### src/rtl/pipe_ctrl_pkg.sv
// Shared control-bundle type, its bubble value and default widths for the
// ID/EX, EX/MEM and MEM/WB control pipeline registers.
package pipe_ctrl_pkg;

    localparam int REG_W_DEFAULT = 5;
    localparam int ALUOP_W       = 4;
    localparam int BE_W          = 4;
    localparam int RWSRC_W       = 2;

    typedef struct packed {
        logic               valid;
        logic [ALUOP_W-1:0] alu_op;
        logic               alu_src_a;
        logic               alu_src_b;
        logic [BE_W-1:0]    d_mem_be;
        logic               d_mem_wen;   // active-low write enable
        logic               mem_read;
        logic               iord;
        logic [RWSRC_W-1:0] rw_src;
        logic               rf_we;
    } ctrl_t;

    localparam ctrl_t BUBBLE = '{
        valid:     1'b0,
        alu_op:    '0,
        alu_src_a: 1'b0,
        alu_src_b: 1'b0,
        d_mem_be:  '0,
        d_mem_wen: 1'b1,
        mem_read:  1'b0,
        iord:      1'b0,
        rw_src:    '0,
        rf_we:     1'b0
    };

endpackage

### src/rtl/pipe_ctrl_stage.sv
// One control-bundle pipeline register: async reset to bubble, hold when
// en=0, and load either the bubble or the incoming bundle when en=1.
module pipe_ctrl_stage
    import pipe_ctrl_pkg::*;
#(
    parameter int REG_W = REG_W_DEFAULT
) (
    input  logic             CLK,
    input  logic             RST,
    input  logic             en,
    input  logic             load_bubble,
    input  ctrl_t            d,
    input  logic [REG_W-1:0] d_rd,
    output ctrl_t            q,
    output logic [REG_W-1:0] q_rd
);

    ctrl_t            r_q;
    logic [REG_W-1:0] r_rd;

    // NOTE: sequential state uses non-blocking assignments so every stage
    // samples its neighbour's pre-edge value, which is what makes a pipeline.
    always_ff @(posedge CLK or posedge RST) begin
        if (RST) begin
            r_q  <= BUBBLE;
            r_rd <= '0;
        end else if (en) begin
            if (load_bubble) begin
                r_q  <= BUBBLE;
                r_rd <= '0;
            end else begin
                r_q  <= d;
                r_rd <= d_rd;
            end
        end
    end

    assign q    = r_q;
    assign q_rd = r_rd;

endmodule

### src/rtl/pipe_ctrl_regs.sv
// Control pipeline from ID through WB: load-use stall detection, bubble
// injection on stall/flush, and the retired-instruction counter.
module pipe_ctrl_regs
    import pipe_ctrl_pkg::*;
#(
    parameter int REG_W = REG_W_DEFAULT,
    parameter int CNT_W = 32
) (
    input  logic             CLK,
    input  logic             RST,
    input  logic             pipe_en,
    input  logic             flush,
    input  logic             id_valid,
    input  logic [3:0]       id_ALUOp,
    input  logic             id_ALUSrcA,
    input  logic             id_ALUSrcB,
    input  logic [3:0]       id_D_MEM_BE,
    input  logic             id_D_MEM_WEN,
    input  logic             id_MemRead,
    input  logic             id_IorD,
    input  logic [1:0]       id_RWSrc,
    input  logic             id_RF_WE,
    input  logic [REG_W-1:0] id_rs1,
    input  logic [REG_W-1:0] id_rs2,
    input  logic [REG_W-1:0] id_rd,
    input  logic             id_use_rs1,
    input  logic             id_use_rs2,
    output logic             stall,
    output logic             ex_valid,
    output logic [3:0]       ex_ALUOp,
    output logic             ex_ALUSrcA,
    output logic             ex_ALUSrcB,
    output logic [REG_W-1:0] ex_rd,
    output logic             mem_valid,
    output logic [3:0]       mem_D_MEM_BE,
    output logic             mem_D_MEM_WEN,
    output logic             mem_MemRead,
    output logic             mem_IorD,
    output logic [REG_W-1:0] mem_rd,
    output logic             wb_valid,
    output logic [1:0]       wb_RWSrc,
    output logic             wb_RF_WE,
    output logic [REG_W-1:0] wb_rd,
    output logic [CNT_W-1:0] num_inst
);

    ctrl_t            w_id, w_ex, w_mem, w_wb;
    logic [REG_W-1:0] w_id_rd, w_ex_rd, w_mem_rd, w_wb_rd;
    logic             w_rs1_hit, w_rs2_hit, w_hz, w_id_bubble;
    logic [CNT_W-1:0] r_num_inst;

    // NOTE: every always_comb output gets a default first so no latch is inferred.
    always_comb begin
        w_id    = BUBBLE;
        w_id_rd = '0;
        if (id_valid) begin
            w_id.valid     = 1'b1;
            w_id.alu_op    = id_ALUOp;
            w_id.alu_src_a = id_ALUSrcA;
            w_id.alu_src_b = id_ALUSrcB;
            w_id.d_mem_be  = id_D_MEM_BE;
            w_id.d_mem_wen = id_D_MEM_WEN;
            w_id.mem_read  = id_MemRead;
            w_id.iord      = id_IorD;
            w_id.rw_src    = id_RWSrc;
            w_id.rf_we     = id_RF_WE;
            w_id_rd        = id_rd;
        end
    end

    assign w_rs1_hit   = id_use_rs1 && (id_rs1 == w_ex_rd);
    assign w_rs2_hit   = id_use_rs2 && (id_rs2 == w_ex_rd);
    assign w_hz        = id_valid && w_ex.valid && w_ex.mem_read &&
                         (w_ex_rd != '0) && (w_rs1_hit || w_rs2_hit);
    assign stall       = w_hz && !flush && !RST;
    assign w_id_bubble = flush || w_hz;

    pipe_ctrl_stage #(.REG_W(REG_W)) u_id_ex (
        .CLK(CLK), .RST(RST), .en(pipe_en), .load_bubble(w_id_bubble),
        .d(w_id), .d_rd(w_id_rd), .q(w_ex), .q_rd(w_ex_rd)
    );

    pipe_ctrl_stage #(.REG_W(REG_W)) u_ex_mem (
        .CLK(CLK), .RST(RST), .en(pipe_en), .load_bubble(1'b0),
        .d(w_ex), .d_rd(w_ex_rd), .q(w_mem), .q_rd(w_mem_rd)
    );

    pipe_ctrl_stage #(.REG_W(REG_W)) u_mem_wb (
        .CLK(CLK), .RST(RST), .en(pipe_en), .load_bubble(1'b0),
        .d(w_mem), .d_rd(w_mem_rd), .q(w_wb), .q_rd(w_wb_rd)
    );

    always_ff @(posedge CLK or posedge RST) begin
        if (RST) begin
            r_num_inst <= '0;
        end else if (pipe_en && w_wb.valid) begin
            r_num_inst <= r_num_inst + 1'b1;
        end
    end

    assign ex_valid      = w_ex.valid;
    assign ex_ALUOp      = w_ex.alu_op;
    assign ex_ALUSrcA    = w_ex.alu_src_a;
    assign ex_ALUSrcB    = w_ex.alu_src_b;
    assign ex_rd         = w_ex_rd;
    assign mem_valid     = w_mem.valid;
    assign mem_D_MEM_BE  = w_mem.d_mem_be;
    assign mem_D_MEM_WEN = w_mem.d_mem_wen;
    assign mem_MemRead   = w_mem.mem_read;
    assign mem_IorD      = w_mem.iord;
    assign mem_rd        = w_mem_rd;
    assign wb_valid      = w_wb.valid;
    assign wb_RWSrc      = w_wb.rw_src;
    assign wb_RF_WE      = w_wb.rf_we;
    assign wb_rd         = w_wb_rd;
    assign num_inst      = r_num_inst;

endmodule

### config.mk
export PLATFORM = sky130hd
export DESIGN_NAME = pipe_ctrl_regs
export DESIGN_NICKNAME = d
export VERILOG_FILES = /design/src/rtl/pipe_ctrl_pkg.sv /design/src/rtl/pipe_ctrl_stage.sv /design/src/rtl/pipe_ctrl_regs.sv
export SDC_FILE = /design/constraint.sdc
export NUM_CORES = 1
export LEC_CHECK = 0
export BUFFER_PORTS_ARGS = -buffer_cell sky130_fd_sc_hd__buf_2
export CORE_ASPECT_RATIO = 0.8
export CORE_MARGIN = 3
export CORE_UTILIZATION = 47
export DETAILED_ROUTE_END_ITERATION = 16
export GPL_TIMING_DRIVEN = 0
export PLACE_DENSITY = 0.74
export SYNTH_ARGS = -nofsm -noshare
export SYNTH_HDL_FRONTEND = slang
export SYNTH_SLANG_ARGS = --single-unit
### constraint.sdc
create_clock -name CLK -period 2.9 [get_ports CLK]
set_input_delay 0.435 -clock CLK [delete_from_list [all_inputs] [get_ports CLK]]
set_output_delay 0.435 -clock CLK [all_outputs]
set_load 0.03 [all_outputs]
==> results of run 1 <==
## logic make-up after synthesis
| kind of cell | after synthesis | share of synthesized area |
|---|---|---|
| buffers and inverters | 29 | 0.0460 |
| adder cells (fa/ha/maj) | 1 | 0.00345 |
| XOR/XNOR | 41 | 0.0992 |
| AO/OA/AOI/OAI | 46 | 0.0926 |
| flip-flops | 79 | 0.547 |
| AND/OR/NAND/NOR | 88 | 0.131 |
| multiplexers | 26 | 0.0809 |
## stage by stage
stage / worst slack (ns) / hold WS, ns / util / power [W]
6_report: 0.291 / 0.0800 / 0.632 / 0.00285
5_1_grt: 0.154 / 0.0959 / 0.632 / 0.00299
4_1_cts: 0.262 / 0.0820 / 0.632 / 0.00288
3_5_place_dp: 0.641 / 0.459 / 0.600 / 0.00193
3_3_place_gp: -0.515 / 0.457 / 0.596 / 0.00191
2_1_floorplan: 0.286 / 0.452 / - / 0.00172
## flip-flops by register name (all words and copies together), names as in the netlist
| signal | count |
|---|---|
| u_mem_wb.q | 4 |
| u_mem_wb.q_rd | 5 |
| u_id_ex.q_rd | 5 |
| num_inst | 32 |
| u_ex_mem.q_rd | 5 |
| u_id_ex.q | 17 |
| u_ex_mem.q | 11 |
## final timing paths
path,endpoint,slack (ns),cells after the start
worst max-delay path,stall,0.29,5
worst min-delay path,u_id_ex.q[12],0.08,2
worst max register to register,u_id_ex.q[8],0.87,5
worst min register to register,num_inst[31],0.46,1
max in group asynchronous,u_id_ex.q[5],2.21,3
min in group CLK,u_id_ex.q[10],0.33,3
## metal layers
| metal | vias to the layer above | share of wire |
|---|---|---|
| met5 | - | 0 |
| li1 | 1347 | - |
| met2 | 77 | 0.46 |
| met1 | 1455 | 0.47 |
| met3 | 7 | 0.058 |
| met4 | 0 | 0.0093 |
## cell usage in the layout (no fill, tap or decap), drive strengths merged, types with 13 or more instances in the layout
cell type	count
a32oi	20
o21ai	21
nand3	13
clkbuf	19
nand4	19
mux2	26
nand2	31
xnor2	39
dfrtp	77
buf	121
## worst register-to-register path: stages (launching register included)
cell      delay [ns]
dfrtp_1         0.49
xnor2_1         0.21
nand4_1         0.10
o22ai_1         0.51
clkbuf_1        0.40
o21ai_0         0.18
## layout make-up
class                   instances  share of cell area
well taps                     101              0.0279
plain buffers                  24              0.0326
clock inverters                 4              0.0210
flip-flops and latches         79               0.438
clock buffers                  11              0.0290
repair buffers                105               0.121
multi-input cells             202               0.326
inverters                       5             0.00470
## power breakdown
group / internal, W / total [W] / switching [W]
Sequential: 0.00122 / 0.00132 / 0.000108
Combinational: 0.000219 / 0.000582 / 0.000363
Clock: 0.000567 / 0.000944 / 0.000377
==> summary.md, run 1 <==
| Metric | Value |
|---|---|
| Status | complete, no violations |
| Main area contributors after synthesis | dfrtp_1 53%, xnor2_1 9.4%, mux2_2 8.1%, a32oi_1 4.8%, nand2_1 3.2% |
| Post-Route Setup TNS | 0 ns |
| Min-delay worst type | in2async |
| Initial antenna violation count | 0 |
| Max-slew headroom | 0.491 |
| Avg Cell Area, Syn | 11.7 sq um |
| Crit path buffers/inverters | 1 |
| Crit Path Category | reg2out |
| Clk buf depth | 2 |
| Iter 0 DRT Violations | 138 |
| Post-Synthesis Net Count | 349 |
| EDFF count, synth | 0 |
| Placed Area | 0.00430 sq mm |
| Vias/cell | 5.44 |
| Mapped Area | approximately 0.0036 sq mm |
| Synth Warn # | 0 |
| Placed insts | 516 |
| Worst-path cell chain | xnor2_1, nand4_1, o22ai_1, nor4b_1, buf_2 |
| Antenna-violating nets left | 0 |
| Async SR Flop Fraction | 1.00 |
| Tmin final | 2.61 ns |
| Worst Tran Pin Value | between 0.7 and 0.8 ns |
| CP startpoint | u_id_ex.q_rd[2] |
| Highest cell delay on the worst timing path | 0.51 ns |
| Final net count | 465 |
| Count leader, synth | dfrtp_1 |
| LEAKAGE | 2.20 nW |
| Maximum VDD drop | ~0.37 mV |
| First-pass GRT wire length | 14100 um |
| Number of hold buffers added after cts | 0 |
| CP top delay family | compound AO/OA/AOI/OAI gates |
| Fillcell total | 624 |
| ANT cells | 0 |
| GR Layer Usage met3 | 0.0699 |
| Insertion delay to the later sink of the worst-skew pair | 0.35 ns |
| Max cap viols | 0 |
| CP Launch Type | register |
| Setup bufs post-CTS | 0 |
| Grt total ovfl | 0 |
| RD Place Congestion | 0.804 |
| Sequential element share of the synthesized area | 0.547 |
| Core area | 0.00716 sq mm |
| Crit path required time | 2.47 ns |
| Yosys cell types | 35 |
| Area growth from synthesis to layout | 24.9% |
| CP max-delay cell | o22ai_1 |
| RSZ-0062 raised after global routing | no |
| Drt pass-1 iters | 4 |
| Synth Instances | 310 |
| Yosys top cell area share | 0.532 |
| Vias in the first global route | 2806 |
| Top Usage Layer GRT | met2 |
| CTS tree | yes |
| Top post-synthesis cells by count | 77 x dfrtp_1, 39 x xnor2_1, 31 x nand2_1, 26 x mux2_2, 20 x a32oi_1 |
| Starting Density | 0.506 |
| Final Hold Viols | 0 |
| Flops & latches, synth | slightly below 80 |
| GR Util met1 | 0.268 |
| CP arrival | around 2.2 ns |
| Post_cts resized | 0 |
| Crit end category | output pin |
| Row cnt | 27 |
| Post-route clock period utilization | 0.900 |
| Synth Flop Type | dfrtp_1 |
| Die Wd | 104 um |
| Origin of the critical flop-to-flop path | u_id_ex.q_rd[2] |
| Vias | 2886 |
| F_max | 0.383 GHz |
| Pwr per Cell Area | 630 mW/mm^2 |
| Clock skew | between 0.005 and 0.006 ns |
| Routed wire length | 8320 um |
| CTS Buf Count | 9 |
| Cell taking the most area after synthesis | dfrtp_1 |
| Hpwl dp | slightly above 6000 um |
| Drc violations | 0 |
| Clock-pin slew on the worst setup and hold paths | around 0.070 ns |
| Setup violators final | 0 |
| Fin. max-slew vios | 0 |
| Share of cells above drive strength 1 | 0.388 |
| Crit path max fanout | 6 |
| Area taken by multi-input logic gates | 0.00148 sq mm |
| Clk root buf | clkbuf_8 |
| Finished layout cell area | 0.00452 sq mm |
| Top-level I/O count | 105 |
| Number of port buffers | about 100 |
| Routed length per instance | around 16 um |
| Fin cells | ~530 |
| Routing usage on met2 | 0.304 |
| Largest net degree at the start of global routing | 52 |
| Reg area | 0.00198 sq mm |
| Clock sink count | 79 |
| Overall Global Routing Usage | 0.196 |
| Die Ht | roughly 85 um |
| Htree depth | 3 |
| Die area | 0.00880 sq mm |
No activity file was read; power rests on OpenSTA's default activity.
==> run 2, diff against run 1 <==
==> constraint.sdc (replaced) <==
create_clock -name CLK -period 2.58 [get_ports CLK]
set_input_delay 0.516 -clock CLK [delete_from_list [all_inputs] [get_ports CLK]]
set_output_delay 0.516 -clock CLK [all_outputs]
set_load 0.03 [all_outputs]
==> summary.md, run 2 (synthesis gave the netlist of run 1 again) <==
| Metric | Value |
|---|---|
| Min-delay worst type | in2async |
| Final Hold Viols | 0 |
| Final net count | 470 |
| Clk buf depth | 2 |
| Die Ht | about 85 um |
| Row cnt | 27 |
| CP top delay family | simple AND/OR/NAND/NOR gates |
| Area growth from synthesis to layout | 24.9% |
| Area taken by multi-input logic gates | 0.00150 sq mm |
| Tmin final | 2.48 ns |
| GR Layer Usage met3 | 0.0600 |
| Largest net degree at the start of global routing | 49 |
| Max cap viols | 0 |
| CTS tree | yes |
| Grt total ovfl | 0 |
| ANT cells | 0 |
| Top Usage Layer GRT | met2 |
| Vias | 2895 |
| Die area | between 0.008 and 0.009 sq mm |
| Antenna-violating nets left | 0 |
| Maximum VDD drop | 0.345 mV |
| Insertion delay to the later sink of the worst-skew pair | between 0.3 and 0.4 ns |
| Placed insts | 516 |
| CP arrival | 1.97 ns |
| Crit path max fanout | 6 |
| LEAKAGE | 2.19 nW |
| Highest cell delay on the worst timing path | 0.56 ns |
| Drt pass-1 iters | 4 |
| Vias/cell | 5.39 |
| F_max | between 0.4 and 0.5 GHz |
| Fillcell total | 609 |
| Worst Tran Pin Value | 0.716 ns |
| Vias in the first global route | 2939 |
| Clock-pin slew on the worst setup and hold paths | 0.08 ns |
| Max-slew headroom | 0.518 |
| GR Util met1 | 0.279 |
| Status | complete, no violations |
| Starting Density | 0.506 |
| Pwr per Cell Area | 651 mW/mm^2 |
| Number of port buffers | 104 |
| Worst-path cell chain | or4_4, o2111ai_4, buf_6, nor4b_2, buf_2 |
| Setup violators final | 0 |
| Commonest non-fill, non-tap cell in the layout | buf_2 |
| Number of flip-flops in the largest register | 32 |
| Most frequent cells in the layout | 108 x buf_2, 74 x dfrtp_1, 39 x xnor2_1, 31 x nand2_1, 26 x mux2_2 |
| Crit Path Category | reg2out |
| Routing usage on met2 | 0.322 |
| Post-route clock period utilization | 0.962 |
| Routed length per instance | about 16 um |
| Overall Global Routing Usage | 0.207 |
| Crit path required time | just over 2 ns |
| Clock sink count | 79 |
| CP max-delay cell | or4_4 |
| Hpwl dp | slightly above 6000 um |
| First-pass GRT wire length | 14700 um |
| Share of cells above drive strength 1 | 0.411 |
| CP Launch Type | register |
| RD Place Congestion | 0.811 |
| Die Wd | around 100 um |
| Fin cells | 537 |
| Drc violations | 0 |
| Reg area | 0.00198 sq mm |
| Htree depth | 3 |
| Top-level I/O count | 105 |
| Core area | 0.00716 sq mm |
| Number of hold buffers added after cts | 0 |
| Routed wire length | 8530 um |
| Iter 0 DRT Violations | 91 |
| Post-Route Setup TNS | 0 ns |
| CTS Buf Count | 9 |
| RSZ-0062 raised after global routing | no |
| Fin. max-slew vios | 0 |
| Crit end category | output pin |
| Clock skew | 0.00573 ns |
| Clk root buf | clkbuf_8 |
| Crit path buffers/inverters | 2 |
| Initial antenna violation count | 0 |
[run 2: report_power, final]
part	switching, W	leakage, nW	internal (W)
Combinational	0.000415	1.06	0.000252
Sequential	0.000121	1.04	0.00137
Clock	0.000446	0.0781	0.000344
Total	0.000982	2.19	0.00196
[run 2: cell type report]
class                   instances  share of cell area
repair buffers                110               0.129
well taps                     101              0.0279
flip-flops and latches         79               0.438
plain buffers                  24              0.0326
inverters                       5             0.00470
multi-input cells             202               0.330
clock inverters                 6             0.00830
clock buffers                  10              0.0282
[run 2: final timing paths]
| check | startpoint | endpoint | slack (ns) | depth (start not counted) |
|---|---|---|---|---|
| worst max-delay path | u_id_ex.q_rd[1] | stall | 0.1 | 5 |
| worst min-delay path | RST | u_id_ex.q[6] | 0.19 | 2 |
| max in group asynchronous | RST | u_id_ex.q[5] | 1.75 | 3 |
| worst max register to register | u_id_ex.q_rd[4] | u_id_ex.q[3] | 0.69 | 6 |
| worst min register to register | num_inst[31] | num_inst[31] | 0.48 | 1 |
| min in group CLK | id_rd[3] | u_id_ex.q_rd[3] | 0.42 | 3 |
[run 2: through the flow]
step | util | power, W | setup WS, ns | hold WS [ns] | cell area, sq um
2_1_floorplan | - | 0.00194 | 0.0439 | 0.452 | 3630
3_3_place_gp | 0.597 | 0.00215 | -0.903 | 0.456 | 4270
3_5_place_dp | 0.601 | 0.00218 | 0.167 | 0.473 | 4300
4_1_cts | 0.626 | 0.00298 | 0.0582 | 0.189 | 4490
5_1_grt | 0.632 | 0.00311 | 0.0106 | 0.204 | 4520
6_report | 0.632 | 0.00295 | 0.0983 | 0.194 | 4520
[run 2: timing repair]
item	4_1_cts	5_1_grt
pin swaps	1	1
setup buffers	1	4
endpoints found under the setup margin	1	1
gates resized for setup	4	1
[run 2: routing by layer]
layer	up-vias	share of wire
met5	-	0
met4	0	0.022
met3	15	0.053
met2	94	0.45
met1	1434	0.47
li1	1352	-
[run 2: worst register-to-register path, stage by stage, from the launching register on]
cell	delay (ns)
dfrtp_1	0.48
xnor2_1	0.22
nand4_1	0.18
o22ai_4	0.25
buf_4	0.16
clkbuf_1	0.30
o21ai_0	0.17
